--- config.mk ---
export PLATFORM = sky130hd
export DESIGN_NAME = macc_multi
export DESIGN_NICKNAME = d
export VERILOG_FILES = /design/src/rtl/macc_multi.sv
export SDC_FILE = /design/constraint.sdc
export NUM_CORES = 2
export LEC_CHECK = 0
export ABC_AREA = 1
export BUFFER_PORTS_ARGS = -buffer_cell sky130_fd_sc_hd__clkbuf_2
export CORE_ASPECT_RATIO = 1.5
export CORE_MARGIN = 5
export CORE_UTILIZATION = 57
export DETAILED_ROUTE_END_ITERATION = 16
export PLACE_DENSITY = 0.7
export SYNTH_ARGS = -nofsm -noshare
export SYNTH_HDL_FRONTEND = slang
export SYNTH_SLANG_ARGS = --single-unit
--- constraint.sdc ---
create_clock -name clk -period 7.72 [get_ports clk]
set_input_delay 0.772 -clock clk [delete_from_list [all_inputs] [get_ports clk]]
set_output_delay 0.772 -clock clk [all_outputs]
set_load 0.05 [all_outputs]
--- src/rtl/macc_multi.sv ---
// Pipelined multiply-accumulate: NOPS signed factors are multiplied over NOPS-1 stages,
// then added to or subtracted from one of NCHAN accumulators with optional saturation.
module macc_multi #(
    parameter  int WIDTH = 16,
    parameter  int NOPS  = 3,
    parameter  int ACC_W = 16,
    parameter  int NCHAN = 1,
    parameter  int SAT   = 0,
    localparam int CW    = (NCHAN > 1) ? $clog2(NCHAN) : 1
) (
    input  logic                    clk,
    input  logic                    rst,
    input  logic                    in_valid,
    input  logic [CW-1:0]           in_chan,
    input  logic [NOPS*WIDTH-1:0]   in_ops,
    input  logic                    in_clear,
    input  logic                    in_sub,
    output logic                    out_valid,
    output logic [CW-1:0]           out_chan,
    output logic signed [ACC_W-1:0] out_y,
    output logic                    out_ovf
);
    localparam int P  = NOPS * WIDTH;
    localparam int SW = ((ACC_W > P) ? ACC_W : P) + 2;
    localparam int L  = NOPS - 1;

    logic                   vld_q  [NOPS];
    logic                   vld_d  [NOPS];
    logic [CW-1:0]          chan_q [NOPS];
    logic [CW-1:0]          chan_d [NOPS];
    logic                   clr_q  [NOPS];
    logic                   clr_d  [NOPS];
    logic                   sub_q  [NOPS];
    logic                   sub_d  [NOPS];
    logic signed [P-1:0]    prod_q [NOPS];
    logic signed [P-1:0]    prod_d [NOPS];
    logic [P-1:0]           ops_q  [NOPS];
    logic [P-1:0]           ops_d  [NOPS];

    // Stage 0 registers the op with factor 0 as the running product; stage k folds in factor k.
    genvar gi;
    generate
        for (gi = 0; gi < NOPS; gi++) begin : g_stage
            if (gi == 0) begin : g_in
                assign vld_d[gi]  = in_valid;
                assign chan_d[gi] = in_chan;
                assign clr_d[gi]  = in_clear;
                assign sub_d[gi]  = in_sub;
                assign ops_d[gi]  = in_ops;
                assign prod_d[gi] = P'($signed(in_ops[WIDTH-1:0]));
            end else begin : g_mul
                assign vld_d[gi]  = vld_q[gi-1];
                assign chan_d[gi] = chan_q[gi-1];
                assign clr_d[gi]  = clr_q[gi-1];
                assign sub_d[gi]  = sub_q[gi-1];
                assign ops_d[gi]  = ops_q[gi-1];
                assign prod_d[gi] = prod_q[gi-1] * P'($signed(ops_q[gi-1][gi*WIDTH +: WIDTH]));
            end
        end
    endgenerate

    always_ff @(posedge clk or negedge rst) begin
        if (!rst) begin
            for (int k = 0; k < NOPS; k++) begin
                vld_q[k]  <= 1'b0;
                chan_q[k] <= '0;
                clr_q[k]  <= 1'b0;
                sub_q[k]  <= 1'b0;
                prod_q[k] <= '0;
                ops_q[k]  <= '0;
            end
        end else begin
            for (int k = 0; k < NOPS; k++) begin
                vld_q[k] <= vld_d[k];
                if (vld_d[k]) begin
                    chan_q[k] <= chan_d[k];
                    clr_q[k]  <= clr_d[k];
                    sub_q[k]  <= sub_d[k];
                    prod_q[k] <= prod_d[k];
                    ops_q[k]  <= ops_d[k];
                end
            end
        end
    end

    logic signed [ACC_W-1:0] acc_q [NCHAN];
    logic [NCHAN-1:0]        flag_q;
    logic signed [ACC_W-1:0] acc_cur;
    logic                    flag_cur;
    logic signed [ACC_W-1:0] base;
    logic signed [SW-1:0]    base_ext;
    logic signed [SW-1:0]    prod_ext;
    logic signed [SW-1:0]    sum;
    logic signed [ACC_W-1:0] sum_trunc;
    logic                    ovf;
    logic                    chan_ok;
    logic                    acc_we;
    logic signed [ACC_W-1:0] acc_d;
    logic                    flag_d;
    logic signed [ACC_W-1:0] acc_max;
    logic signed [ACC_W-1:0] acc_min;

    assign acc_max = {1'b0, {(ACC_W-1){1'b1}}};
    assign acc_min = {1'b1, {(ACC_W-1){1'b0}}};

    always_comb begin
        acc_cur  = '0;
        flag_cur = 1'b0;
        for (int i = 0; i < NCHAN; i++) begin
            if (chan_q[L] == CW'(i)) begin
                acc_cur  = acc_q[i];
                flag_cur = flag_q[i];
            end
        end
    end

    // The sum is wide enough that neither add nor subtract can wrap before the range check.
    always_comb begin
        chan_ok   = (32'(chan_q[L]) < 32'(NCHAN));
        acc_we    = vld_q[L] && chan_ok;
        base      = clr_q[L] ? '0 : acc_cur;
        base_ext  = SW'(base);
        prod_ext  = SW'(prod_q[L]);
        sum       = sub_q[L] ? (base_ext - prod_ext) : (base_ext + prod_ext);
        sum_trunc = sum[ACC_W-1:0];
        ovf       = (SW'(sum_trunc) != sum);
        if ((SAT != 0) && ovf) begin
            acc_d = sum[SW-1] ? acc_min : acc_max;
        end else begin
            acc_d = sum_trunc;
        end
        flag_d = (clr_q[L] ? 1'b0 : flag_cur) | ovf;
    end

    logic                    out_valid_q;
    logic [CW-1:0]           out_chan_q;
    logic signed [ACC_W-1:0] out_y_q;
    logic                    out_ovf_q;

    always_ff @(posedge clk or negedge rst) begin
        if (!rst) begin
            for (int i = 0; i < NCHAN; i++) begin
                acc_q[i] <= '0;
            end
            flag_q      <= '0;
            out_valid_q <= 1'b0;
            out_chan_q  <= '0;
            out_y_q     <= '0;
            out_ovf_q   <= 1'b0;
        end else begin
            out_valid_q <= acc_we;
            if (acc_we) begin
                for (int i = 0; i < NCHAN; i++) begin
                    if (chan_q[L] == CW'(i)) begin
                        acc_q[i]  <= acc_d;
                        flag_q[i] <= flag_d;
                    end
                end
                out_chan_q <= chan_q[L];
                out_y_q    <= acc_d;
                out_ovf_q  <= flag_d;
            end
        end
    end

    assign out_valid = out_valid_q;
    assign out_chan  = out_chan_q;
    assign out_y     = out_y_q;
    assign out_ovf   = out_ovf_q;

endmodule

After elaboration in Yosys (flattened, before gate mapping)

Cells that the tools add are included.

Flip-flop bits (word level): 256
Latch bits: 0
Memory bits (writable): 0
ROM bits: 0
Bits of input ports: 54
Output and inout bits: 19
Word-level logic and storage cells: 38
Memories: 0

Add/sub/neg operators: 2
$mul: 2
Div/mod/pow operators: 0
$lt $le $gt $ge: 1
Equality and inequality tests: 1
Shift operators: 0
Muxes and demuxes: 5
Bitwise logic cells: 2
Reduce and logical (&&, ||, !) cells: 2

Operators by type and width:

| cell                                               | number |
|---|---|
| 50-bit 2-to-1 mux                                  | 1 |
| 16-bit by 48-bit adder with 49-bit output          | 1 |
| 16-bit by 48-bit subtractor with 49-bit output     | 1 |
| 48-bit by 16-bit multiplier with 48-bit output     | 1 |
| 1-bit by 34-bit != test with 1-bit output          | 1 |
| 16-bit by 16-bit multiplier with 32-bit output     | 1 |
| 16-bit 2-to-1 mux                                  | 2 |
| 1-bit 2-to-1 mux                                   | 2 |
| 2-bit AND reduction                                | 1 |
| 1-bit logical AND                                  | 1 |
| 1-bit less-than comparator (second input constant) | 1 |
| 1-bit inverter                                     | 1 |
| 1-bit OR                                           | 1 |

Logic depth before layout (Yosys ltp)

Depth in word-level cells: 6
Depth in mapped cells: 33
Gate-level depth less buffers: 33

Least setup slack after synthesis

Ideal clock, no wire load.

Kind: flip-flop to flip-flop
Start point: reg ops_q (netlist bit ops_d[65])
End point: reg prod_q[74] (netlist bit)
Setup time: 0.118 ns
Data arrival time: 5.743 ns
Required time: 7.602 ns
Path slack: 1.859 ns
Stages on the path, launching flop included: 31
Path buffers: 2
Period minus slack after synthesis: 5.861 ns
Cells stage by stage: dfrtp_1 -> clkbuf_1 -> clkbuf_1 -> nand2_1 -> fa_1 -> inv_1 -> fa_1 -> inv_1 -> fa_1 -> inv_1 -> fa_1 -> inv_1 -> fa_1 -> fa_1 -> inv_1 -> ha_1 -> a21oi_1 -> inv_1 -> a21oi_2 -> nand2_1 -> a21oi_1 -> inv_1 -> a21oi_2 -> inv_1 -> nand2_1 -> nand2_1 -> nand2_1 -> nand2_1 -> or2_0 -> nand3_1 -> nand2_1

Word-level cells in the longest chain between the ends: 1

Ends and longest elaborated chain:

| item                                           | RTL line | source |
|---|---|---|
| start: declaration                             | 37       | `logic [P-1:0] ops_q [NOPS];` |
| start signal: indexed assignment               | 80       | `ops_q[k] <= ops_d[k];` |
| 16-bit by 16-bit multiplier with 32-bit output | 57       | `assign prod_d[gi] = prod_q[gi-1] * P'($signed(ops_q[gi-1][gi*WIDTH +: WIDTH]));` |
| end signal: indexed assignment                 | 79       | `prod_q[k] <= prod_d[k];` |
| end: declaration                               | 35       | `logic signed [P-1:0] prod_q [NOPS];` |

No other way between the ends.
A chain may end at the register's enable or synchronous reset.

Worst setup path in the final report

Start point: reg ops_q (netlist bit ops_d[36])
End point: reg prod_q (netlist bit prod_ext[40])

Word-level cells in the longest chain between the ends: 1

Ends and longest elaborated chain:

| item                                           | RTL line |
|---|---|
| 48-bit by 16-bit multiplier with 48-bit output | 57 |

No other way between the ends.

==> results.md <==
* # DRC at 0
* Fillers at 6,843
* Count leader, synth: inv_1
* Avg Inst Size Synth at 7.360 um^2
* Top FF cell, synth: dfrtp_1
* Fmax at 136.0 MHz
* Crit path buf inv count at 2
* Die area at 77,880 um^2
* Synth cell types at 51
* Routing usage on met2 at 0.6098
* Clock Latency Late Sink at 0.52 ns
* Reg2reg start: ops_d[36]
* Critical Path Max Stage Delay at 0.86 ns
* Total gr overflow at 0
* Pre-CTS setup slack at about 0.38 ns
* WP data arrival at between 7 and 8 ns
* Std cell rows at 120
* Clock H-tree levels at 4
* Synth Cell Area at just over 40,000 um^2
* Ant. Diodes at 0
* WP depth at 18
* Synth async-reset ratio at 1.000
* R2R Setup Slk at around 0.37 ns
* Final setup fails at 0
* Post-CTS setup buffers at 0
* Resized Gates After CTS at 0
* Final period utilization at 0.9524
* Slew Viols, Final at 0
* WL/cell at 19.00 um
* Number of max-cap violations at 0
* Design Area, Final at 42,960 um^2
* First-pass GRT wire length at between 150,000 and 200,000 um
* Synth top cells by count: 1,534 x inv_1, 1,528 x nand2_1, 749 x fa_1, 295 x nor2_1, 245 x ha_1
* Top post-synthesis cells by area: fa_1 36%, inv_1 14%, nand2_1 14%
* Fin Clk Skew at 0.01827 ns
* I/O pins at 73
* Initial antenna violation count at 0
* PnR worst setup slack at 0.3678 ns
* Slew @ Worst Pin at between 1 and 1.5 ns
* Critical Path Start Type: register
* Largest net degree at the start of global routing at 83
* Routed WL at approximately 120,000 um
* Gate Count Post-Synth at approximately 5,600
* Nets at 6,571
* Worst-path clk slew at 0.08 ns
* Number of synthesized flops with an enable pin at 0
* Req. time, crit path at 8.08 ns
* Die width at around 230 um
* Crit. End Element: register
* Yosys top cell area share at 0.3639
* 1st-pass router iterations at 5
* Vias in the first global route at 37,080
* Crit path max fanout at 17
* Kind of critical path: register to register
* ANT nets after route at 0
* Outcome: finished clean
* Worst hold path class: input port to async pin
* Area Overhead vs Synth at 4.257%
* CTS max path bufs at 2
* Syn. warnings at 0
* Sink Count at 175
* Placeable core area at 71,620 um^2
* DR vias at ~34,000
* CP max-delay cell: dfrtp_1
* Synth area leader: fa_1
* Share of layout cells above drive strength 1 at 0.05022
* Seq/Total Area, Yosys at 0.1063
* R2r endpoint: prod_ext[40]
* Clock root buffer: clkbuf_16
* Cts bufs inserted at 17
* Final min period at roughly 7.4 ns
* #FFs+latches synth at 175
* Kind of cell adding the most delay to the critical path: adder cells
* CP most frequent cell: fa_1
* Worst slew margin at 0.2630
* Hold Vio Cnt, Final at 0
* Worst-path cell chain: nand2_1 -> fa_1 -> inv_1 -> fa_1 -> fa_1 -> fa_1 -> fa_1 -> fa_1 -> ha_1 -> nand2_1 -> nor2_1 -> inv_1 -> nor4_1 -> o2111ai_1 -> nand3_1 -> nand2_1 -> nand3_1 -> o21ai_0
* Placed Area at around 42,000 um^2
* PortBufs at 72
* Post-synth net total at 6,647
* Placer Congestion at 1.001
* CTS tree: yes
* GRT Util Overall at 0.3199
* M3 GR Usage at 0.03930
* Drt via density at 5.312
* Starting Density at 0.5754
* Hold-fix buffers at CTS at 0
* Setup_tns at 0 ns
* Met1 Resource Use GR at 0.3140
* Dpl hpwl at 104,500 um
* Post-layout util at 0.5999
* RSZ-0062 raised after global routing: false
* Most Used Layer, Global Route: met2
* DRT iter0 DRCs at around 2,000
* R2R cell count at 18
* Die height at 339.3 um
[layer usage]
layer | vias up | part of all wire
met5 | - | 0
met4 | 0 | 0.091
met3 | 504 | 0.042
met2 | 1098 | 0.54
met1 | 16648 | 0.32
li1 | 16020 | -
[worst register-to-register path: cells and delay by family (launching register included)]
kind	cells	cell delay [ns]
flip-flops	1	0.86
AO/OA/AOI/OAI	2	0.51
AND/OR/NAND/NOR	7	1.83
adder cells (fa/ha/maj)	7	3.76
buffers and inverters	2	0.25
[placed cells by master, fill, tap and decap left out, drive strengths merged, types with 2 or more instances in the layout]
| cell | netlist | final |
|---|---|---|
| a211oi | 2 | 2 |
| a21boi | 2 | 2 |
| a21o | 8 | 8 |
| a21oi | 145 | 145 |
| a31oi | 35 | 35 |
| and2 | 3 | 3 |
| and3 | 3 | 3 |
| buf | 9 | 65 |
| clkbuf | 223 | 89 |
| clkinv | 1 | 7 |
| dfrtp | 175 | 175 |
| fa | 749 | 749 |
| ha | 245 | 245 |
| inv | 1537 | 1546 |
| mux2 | 25 | 25 |
| nand2 | 1539 | 1539 |
| nand3 | 125 | 125 |
| nand3b | 11 | 11 |
| nand4 | 25 | 25 |
| nor2 | 310 | 310 |
| nor3 | 32 | 32 |
| nor4 | 14 | 14 |
| o211ai | 4 | 4 |
| o21a | 12 | 12 |
| o21ai | 187 | 187 |
| o21bai | 13 | 13 |
| o221ai | 3 | 3 |
| o22ai | 3 | 3 |
| o31ai | 2 | 2 |
| o41ai | 2 | 2 |
| or2 | 31 | 31 |
| xnor2 | 48 | 48 |
| xor2 | 71 | 71 |
[logic make-up after synthesis]
| logic type | after synthesis | share of synthesized area |
|---|---|---|
| AOI/OAI and AO/OA | 423 | 0.05696 |
| xor gates and xnor gates | 119 | 0.02529 |
| adders and majority gates | 994 | 0.4383 |
| buffers and inverters | 1770 | 0.1618 |
| DFF | 175 | 0.1063 |
| muxes | 25 | 0.006832 |
| and+or+nand+nor | 2093 | 0.2046 |
[flip-flops by register name (all words and copies together), names as in the netlist, 2 cells and up]
name and cells:
chan_d 2, vld_d 2, prod_q 47, clr_d 2
sub_d 2, prod_ext 48, ops_d 49, acc_q 15
[cell type report]
class | instances | area (um^2) | share of cell area
Multi-Input combinational cell | 3654 | 30160 | 0.7021
Inverter | 1538 | 5773 | 0.1344
Sequential cell | 175 | 4380 | 0.1020
Tap cell | 915 | 1145 | 0.02665
Timing Repair Buffer | 137 | 857.1 | 0.01995
Clock buffer | 17 | 425.4 | 0.009902
Clock inverter | 15 | 216.5 | 0.005038
[through the flow]
stage | std cells | hold WS [ns]
finish | 6451 | 0.2780
global route | 6451 | 0.3278
CTS | 6451 | 0.2960
detailed placement | 6419 | 0.4770
global placement | 6419 | 0.4660
floorplan | 5599 | 0.3519
[worst max path at each step]
stage,from,end,slack [ns]
after floorplan,ops_d[65],prod_q[74],1.86
after global placement,ops_d[36],prod_ext[40],0.44
after detailed placement,ops_d[36],prod_ext[40],0.38
after CTS,ops_d[36],prod_ext[41],0.34
after global routing,ops_d[36],prod_ext[40],0.13
final,ops_d[36],prod_ext[40],0.37
Power is not shown: default switching activity piles up to over one toggle a cycle in this logic, so the estimate is an artifact.
